### src/rtl/draw_sequencer_if.sv
// Client/VGA bundle shared by the draw sequencer, its drawing clients and the VGA adapter.
// Pure wiring, no latency.
// No backpressure: clients are handshaked by one-cycle start/done pulses only.
interface draw_sequencer_if #(
  parameter int NUM_CLIENTS = 4
);
  logic [NUM_CLIENTS-1:0]   client_start;
  logic [NUM_CLIENTS-1:0]   client_done;
  logic [8*NUM_CLIENTS-1:0] client_x;
  logic [7*NUM_CLIENTS-1:0] client_y;
  logic [3*NUM_CLIENTS-1:0] client_c;
  logic [7:0]               vga_x;
  logic [6:0]               vga_y;
  logic [2:0]               vga_colour;
  logic                     vga_plot;
  logic                     frame_tick;
  logic                     busy;
  logic                     timeout_err;
  logic                     overrun;

  modport master (
    output client_start, vga_x, vga_y, vga_colour, vga_plot,
           frame_tick, busy, timeout_err, overrun,
    input  client_done, client_x, client_y, client_c
  );

  modport slave (
    input  client_start, vga_x, vga_y, vga_colour, vga_plot,
           frame_tick, busy, timeout_err, overrun,
    output client_done, client_x, client_y, client_c
  );
endinterface

### src/rtl/draw_sequencer.sv
// Once per frame, starts each drawing client in turn and forwards its pixels to the VGA adapter.
// Pixel path is 1 cycle (registered); a client gets start, then up to TIMEOUT wait cycles.
// No backpressure: a frame pulse arriving while a sequence runs is dropped and flagged as overrun.
module draw_sequencer #(
  parameter int NUM_CLIENTS = 4,
  parameter int FRAME_DIV   = 833333,
  parameter int TIMEOUT     = 255
) (
  input logic              clk,
  input logic              resetn,
  draw_sequencer_if.master bus
);
  localparam int IDX_W  = (NUM_CLIENTS > 1) ? $clog2(NUM_CLIENTS) : 1;
  localparam int FCNT_W = (FRAME_DIV > 1) ? $clog2(FRAME_DIV) : 1;
  localparam int WCNT_W = $clog2(TIMEOUT + 1);

  localparam logic [IDX_W-1:0]  LAST_IDX   = IDX_W'(NUM_CLIENTS - 1);
  localparam logic [FCNT_W-1:0] FRAME_LAST = FCNT_W'(FRAME_DIV - 1);
  // The counter holds the number of wait cycles already completed, so the
  // TIMEOUT-th wait cycle is the one where it reads TIMEOUT-1.
  localparam logic [WCNT_W-1:0] WAIT_LAST  = WCNT_W'(TIMEOUT - 1);

  typedef enum logic [1:0] {S_IDLE, S_START, S_WAIT, S_NEXT} state_t;

  state_t             state, state_nxt;
  logic [IDX_W-1:0]   idx, idx_nxt;
  logic [FCNT_W-1:0]  frame_cnt;
  logic [WCNT_W-1:0]  wait_cnt;
  logic               frame_pulse;
  logic               done_sel;
  logic               wait_expired;

  assign frame_pulse  = (frame_cnt == FRAME_LAST);
  assign done_sel     = bus.client_done[idx];
  assign wait_expired = (wait_cnt == WAIT_LAST);
  assign bus.busy     = (state != S_IDLE);

  // Free-running frame divider, wraps after FRAME_DIV cycles.
  always_ff @(posedge clk or negedge resetn) begin
    if (!resetn)          frame_cnt <= '0;
    else if (frame_pulse) frame_cnt <= '0;
    else                  frame_cnt <= frame_cnt + 1'b1;
  end

  // State and client index registers.
  always_ff @(posedge clk or negedge resetn) begin
    if (!resetn) begin
      state <= S_IDLE;
      idx   <= '0;
    end else begin
      state <= state_nxt;
      idx   <= idx_nxt;
    end
  end

  // Sequencing decisions and the start pulse for the selected client.
  always_comb begin
    state_nxt        = state;
    idx_nxt          = idx;
    bus.client_start = '0;
    unique case (state)
      S_IDLE: begin
        if (frame_pulse) begin
          state_nxt = S_START;
          idx_nxt   = '0;
        end
      end
      S_START: begin
        bus.client_start[idx] = 1'b1;
        state_nxt             = S_WAIT;
      end
      S_WAIT: begin
        // Only the selected client's done counts; other bits are ignored.
        if (done_sel || wait_expired) state_nxt = S_NEXT;
      end
      S_NEXT: begin
        // Always return to idle after the last client, even if a frame
        // pulse lands now; that pulse is reported as overrun instead.
        if (idx == LAST_IDX) begin
          state_nxt = S_IDLE;
        end else begin
          idx_nxt   = idx + 1'b1;
          state_nxt = S_START;
        end
      end
      default: state_nxt = S_IDLE;
    endcase
  end

  // Wait counter: zero outside S_WAIT, so it is already clear on entry.
  always_ff @(posedge clk or negedge resetn) begin
    if (!resetn)               wait_cnt <= '0;
    else if (state == S_WAIT)  wait_cnt <= wait_cnt + 1'b1;
    else                       wait_cnt <= '0;
  end

  // Frame tick and the sticky error flags (cleared only by reset).
  always_ff @(posedge clk or negedge resetn) begin
    if (!resetn) begin
      bus.frame_tick  <= 1'b0;
      bus.timeout_err <= 1'b0;
      bus.overrun     <= 1'b0;
    end else begin
      bus.frame_tick <= (state == S_IDLE) && frame_pulse;
      if ((state == S_WAIT) && !done_sel && wait_expired) bus.timeout_err <= 1'b1;
      if ((state != S_IDLE) && frame_pulse)               bus.overrun     <= 1'b1;
    end
  end

  // Pixel forwarding: always track the selected slice; plot only for S_WAIT samples.
  always_ff @(posedge clk or negedge resetn) begin
    if (!resetn) begin
      bus.vga_x      <= '0;
      bus.vga_y      <= '0;
      bus.vga_colour <= '0;
      bus.vga_plot   <= 1'b0;
    end else begin
      bus.vga_x      <= bus.client_x[8*int'(idx) +: 8];
      bus.vga_y      <= bus.client_y[7*int'(idx) +: 7];
      bus.vga_colour <= bus.client_c[3*int'(idx) +: 3];
      bus.vga_plot   <= (state == S_WAIT);
    end
  end
endmodule

### src/flat_wrapper.sv
// flat-port wrapper written by rule: the top's interface ports become plain ports
module draw_sequencer_flat 
#(
  parameter int NUM_CLIENTS = 4,
  parameter int FRAME_DIV   = 833333,
  parameter int TIMEOUT     = 255
)
  (clk, resetn, bus_client_start, bus_vga_x, bus_vga_y, bus_vga_colour, bus_vga_plot, bus_frame_tick, bus_busy, bus_timeout_err, bus_overrun, bus_client_done, bus_client_x, bus_client_y, bus_client_c);
  draw_sequencer_if #(.NUM_CLIENTS(NUM_CLIENTS)) bus_i ();
  input logic clk;
  input logic resetn;
  output wire logic [$bits(bus_i.client_start)-1:0] bus_client_start;
  output wire logic [$bits(bus_i.vga_x)-1:0] bus_vga_x;
  output wire logic [$bits(bus_i.vga_y)-1:0] bus_vga_y;
  output wire logic [$bits(bus_i.vga_colour)-1:0] bus_vga_colour;
  output wire logic [$bits(bus_i.vga_plot)-1:0] bus_vga_plot;
  output wire logic [$bits(bus_i.frame_tick)-1:0] bus_frame_tick;
  output wire logic [$bits(bus_i.busy)-1:0] bus_busy;
  output wire logic [$bits(bus_i.timeout_err)-1:0] bus_timeout_err;
  output wire logic [$bits(bus_i.overrun)-1:0] bus_overrun;
  input wire logic [$bits(bus_i.client_done)-1:0] bus_client_done;
  input wire logic [$bits(bus_i.client_x)-1:0] bus_client_x;
  input wire logic [$bits(bus_i.client_y)-1:0] bus_client_y;
  input wire logic [$bits(bus_i.client_c)-1:0] bus_client_c;
  assign bus_client_start = bus_i.client_start;
  assign bus_vga_x = bus_i.vga_x;
  assign bus_vga_y = bus_i.vga_y;
  assign bus_vga_colour = bus_i.vga_colour;
  assign bus_vga_plot = bus_i.vga_plot;
  assign bus_frame_tick = bus_i.frame_tick;
  assign bus_busy = bus_i.busy;
  assign bus_timeout_err = bus_i.timeout_err;
  assign bus_overrun = bus_i.overrun;
  assign bus_i.client_done = bus_client_done;
  assign bus_i.client_x = bus_client_x;
  assign bus_i.client_y = bus_client_y;
  assign bus_i.client_c = bus_client_c;
  draw_sequencer #(.NUM_CLIENTS(NUM_CLIENTS), .FRAME_DIV(FRAME_DIV), .TIMEOUT(TIMEOUT)) u_core (.clk(clk), .resetn(resetn), .bus(bus_i));
endmodule
### config.mk
export PLATFORM = sky130hd
export DESIGN_NAME = draw_sequencer_flat
export DESIGN_NICKNAME = d
export VERILOG_FILES = /design/src/rtl/draw_sequencer_if.sv /design/src/rtl/draw_sequencer.sv /design/src/flat_wrapper.sv
export SDC_FILE = /design/constraint.sdc
export NUM_CORES = 1
export LEC_CHECK = 0
export ABC_AREA = 1
export CORE_UTILIZATION = 45
export DETAILED_ROUTE_END_ITERATION = 8
export PLACE_DENSITY_LB_ADDON = 0.1
export SETUP_SLACK_MARGIN = 0.2
export SYNTH_ARGS = -nofsm -noshare
export SYNTH_HDL_FRONTEND = slang
export SYNTH_SLANG_ARGS = --single-unit
### constraint.sdc
create_clock -name clk -period 3 [get_ports clk]
set_input_delay 0.3 -clock clk [delete_from_list [all_inputs] [get_ports clk]]
set_output_delay 0.3 -clock clk [all_outputs]
set_load 0.01 [all_outputs]
# After elaboration in Yosys (flattened, before gate mapping)
# Cells that the tools add are included.
[totals]
register_bits = 54
in_bits = 78
[op_classes]
add_sub_neg = 3
n_mul = 2
magnitude_cmp = 2
n_eq_ne = 9
n_shift = 3
muxes = 14
reduce_logical = 12
[op_table]
columns = ["cell", "count"]
rows = [
  ["$shiftx 12x32->3", 1],
  ["$shiftx 28x32->7", 1],
  ["$shiftx 32x6->8", 1],
  ["$add 20x1->20 const B", 1],
  ["$eq 20x20->1 const B", 1],
  ["$mux 20", 1],
  ["$add 8x1->8 const B", 1],
  ["$eq 8x8->1 const B", 1],
  ["$mux 2", 4],
  ["$mux 8", 1],
  ["$pmux 2 s4", 1],
  ["$eq 2x2->1 const B", 3],
  ["$logic_and 1x1->1", 5],
  ["$mul 3x2->5 const A", 1],
  ["$mul 2x2->4 const A", 1],
  ["$mux 4", 1],
  ["$ne 2x1->1 const B", 2],
  ["$pmux 2 s2", 1],
  ["$reduce_bool 2->1", 2],
  ["$lt 2x3->1 const B", 1],
  ["$mux 1", 3],
  ["$reduce_and 3->1", 1],
  ["$add 2x1->2 const B", 1],
  ["$bmux 1 s2", 1],
  ["other kinds (8)", 8],
]

# Longest topological paths before layout
[logic_depth]
word_depth = 5
depth_mapped = 11

# Worst setup path before layout
# No wires, ideal clock.
[synth_path]
kind = "register -> output"
from = "register u_core.idx[1]"
to = "output port bus_client_start[1]"
t_arrival_ns = 1.242
required_time_ns = 2.700
path_slack_ns = 1.458
stages_incl_launch_ff = 7
path_buffers = 2
path_cell_list = "dfrtp_1 inv_1 clkbuf_1 clkbuf_1 ha_1 nand2_1 inv_1"
[synth_between]
elab_chain_cells = 5
word_cells_on_any_way = 6
[synth_rtl]
columns = ["item", "line", "text"]
rows = [
  ["from (decl)", "draw_sequencer.sv:26", "logic [IDX_W-1:0] idx, idx_nxt;"],
  ["from (signal assigned)", "draw_sequencer.sv:52", "idx <= idx_nxt;"],
  ["$lt 2x3->1 (implied by the code) or $ge 2x1->1 (tied branches)", "draw_sequencer.sv:69", "bus.client_start[idx] = 1'b1;"],
  ["$logic_and 1x1->1 (implied by the code)", "draw_sequencer.sv:69", ""],
  ["$mux 1 (implied by the code)", "draw_sequencer.sv:69", ""],
  ["$demux 1 s2 (*)", "n/a", ""],
  ["$mux 4 (*)", "draw_sequencer.sv:61", "unique case (state)"],
  ["to (decl)", "flat_wrapper.sv:12", "output wire logic [$bits(bus_i.client_start)-1:0] bus_client_start;"],
]
# Mark *: on every way between the ends. The rest lies on a longest branch, timed or not.

# Worst setup path after layout
[layout_path]
from = "register u_core.idx[0]"
to = "output port bus_client_start[1]"
# The elaborated chain is that of the path after synthesis.

==> metrics.txt <==
worst r2r dst=u_core.bus.vga_y[2]; Post-DRT Antenna Nets=0; Clock Sink Count=54; Worst R2R Start=u_core.idx[0]; Die Ht=84.0 microns; minimum clock period=2330 ps; die area=7060 sq um; sequential fraction of the synthesis area=44.6%; type of the worst setup path=reg -> out; Clock Skew=7.95 ps; setup TNS=0 ps; register bit count reported by yosys=54; final wirelength=7790 microns; Post-Syn Area=3030 sq um; PortBufs=104; fin crit share=77.5%; # setup viols final=0; Worst EP arrival=2030 ps; top-count cell post-synth=nor2_1; unrepaired setup endpoints after global routing=false; Max Slew Vio Count=0; Inst Count DP=555; YS warnings=0; Peak VDD IR=0.221 mV; largest cells by area after synthesis=dfrtp_1 45%, nor2_1 8.9%, o21ai_0 6.9%; FMAX=430 MHz; Sequential Power Share=53.1%; post-cts sizing count=0; startpoint types=register; most frequent cells after synthesis=72 x nor2_1, 54 x dfrtp_1, 51 x nand2_1; Worst-Margin Slew=737 ps; area leader, netlist=dfrtp_1; vias=2888; vias in the first global route=2771; Post-CTS Hold Fix Bufs=0; Post-synth EDFFs=0; number of maximum-capacitance violations=0; FF-to-FF setup slack=1370 ps; Mapped Nets=471; Worst R2R Path Depth=4; status=complete, no violations; fraction of layout cells with a size suffix above 1=8.23%; post-CTS setup repair buffer count=0; slew margin rel.=50.9%; Main synth FF type=dfrtp_1; final count of hold timing violations=0; Remaining DRCs=0; min-delay worst type=in -> async; global route overflow=0; Mapped Avg Cell Area=7.96 sq um; first drt pass iteration count=6; fill count=536; row count=29; Switch Pwr=0.296 mW; total power divided by cell area=328 nW/um^2; CP Launch Point=u_core.idx[0]; Synth top area share=44.6%; Final #Nets=576; Avg WL per Cell=13.8 microns; Clock Path Buffers=2; asr flop ratio synth=100%; root buf cell=clkbuf_8; combinational share of power=11.7%; GRT Total Usage=23.2%; Inserted Diodes=0; Worst Setup End Kind=output pin; drt first-iter violations=77; global-route wire length before repair=13000 microns; later-pin clock latency in the skew report=310 ps; GPL Wtd Cong=0.879; Hold Slack=31.7 ps; worst-path fanout max=31; Num CTS Buffers=5; H-Tree Depth=2; dpl hpwl=6080 microns; clk slew on worst S/H paths=100 ps; die width=84.0 microns; Core Area=6420 sq um; synthesized instance count=380; IO Pins=105; largest net degree at the start of global routing=35; Static Leak=1.93 nW; Layout area overhead=40.9%; clock share of power=35.2%; starting density of the core=47.1%; crit path capture=bus_client_start[1]; Distinct cells, synth=35; Sw Ratio=21.1%; CTS tree=done; antenna violations before repair=0; Non-Filler Instances=563; Internal=1.10 mW; mean number of vias per cell=5.13; CP Data Required Time=2700 ps
[sequential cells by signal, summed over array words and instances, names as in the netlist]
signal,cells
u_core.bus.timeout_err,1
u_core.bus.overrun,1
u_core.bus.vga_x,8
u_core.frame_cnt,20
u_core.bus.vga_y,7
u_core.bus.frame_tick,1
u_core.idx,2
u_core.bus.vga_plot,1
u_core.wait_cnt,8
u_core.bus.vga_colour,3
u_core.state,2
[layout by cell type, fill, tap and decap left out, drive strengths merged]
cell type and instances:
nor3b 1, clkinvlp 1, clkdlybuf4s50 103, bufinv 1
buf 7, xor2 3, a21oi 6, nor2 80
nand3 20, a31oi 2, a211oi 1, o21bai 2
clkinv 3, xnor2 2, nand2 57, clkbuf 6
nand4 7, inv 44, dfrtp 54, ha 13
nor3 7, or2 1, o22ai 18, nand3b 1
o21ai 46
[power by group through the flow]
stage                     Combinational, mW  Sequential, mW  Clock (mW)
after floorplan                      0.0129           0.764           0
after global placement                0.166           0.757           0
after detailed placement              0.165           0.758           0
after CTS                             0.166           0.743       0.506
after global routing                  0.176           0.745       0.532
final                                 0.164           0.743       0.493
[area by class of cell]
cell class	instances	area [sq um]	area share, %
clock buffers	6	72.6	1.70
flip-flops and latches	54	1350	31.7
multi-input cells	267	1450	33.9
clock inverters	2	37.5	0.880
inverters	47	178	4.17
well taps	77	96.3	2.26
repair buffers	110	1080	25.4
[logic make-up after synthesis]
group | count (synthesis) | share of synthesized area, %
AOI/OAI and AO/OA | 75 | 13.7
buffers and inverters | 59 | 7.52
DFF | 54 | 44.6
adders and majority gates | 13 | 5.37
xor gates and xnor gates | 5 | 1.45
and+or+nand+nor | 174 | 27.3
[critical path: stages, from the launching register on]
cell	delay [ps]
dfrtp_1	540
buf_4	350
ha_1	200
nand2_1	50
inv_1	60
clkdlybuf4s50_1	520
[worst min path at each step]
stage / endpoint / slack, ps
2_1_floorplan: u_core.bus.frame_tick / 4
3_3_place_gp: u_core.wait_cnt[0] / 410
3_5_place_dp: u_core.wait_cnt[0] / 410
4_1_cts: u_core.wait_cnt[0] / 70
5_1_grt: u_core.wait_cnt[0] / 100
6_report: u_core.wait_cnt[6] / 30
[through the flow]
step	total power, mW	cell area (sq um)	utilization, %	worst slack, ps
after floorplan	0.777	3030	-	1460
after global placement	0.923	4150	64.7	1050
after detailed placement	0.923	4150	64.7	1030
after CTS	1.41	4260	66.4	671
after global routing	1.45	4260	66.4	557
final	1.40	4260	66.4	675
[routing by layer]
layer  share of wire, %  track usage, %  vias to the layer above
li1                   -               -                     1444
met1                 46            30.4                     1353
met2                 46            38.0                       86
met3                7.1            6.73                        5
met4               0.90            5.17                        0
met5                  0               0                        -
(Power assumes the default switching activity.)
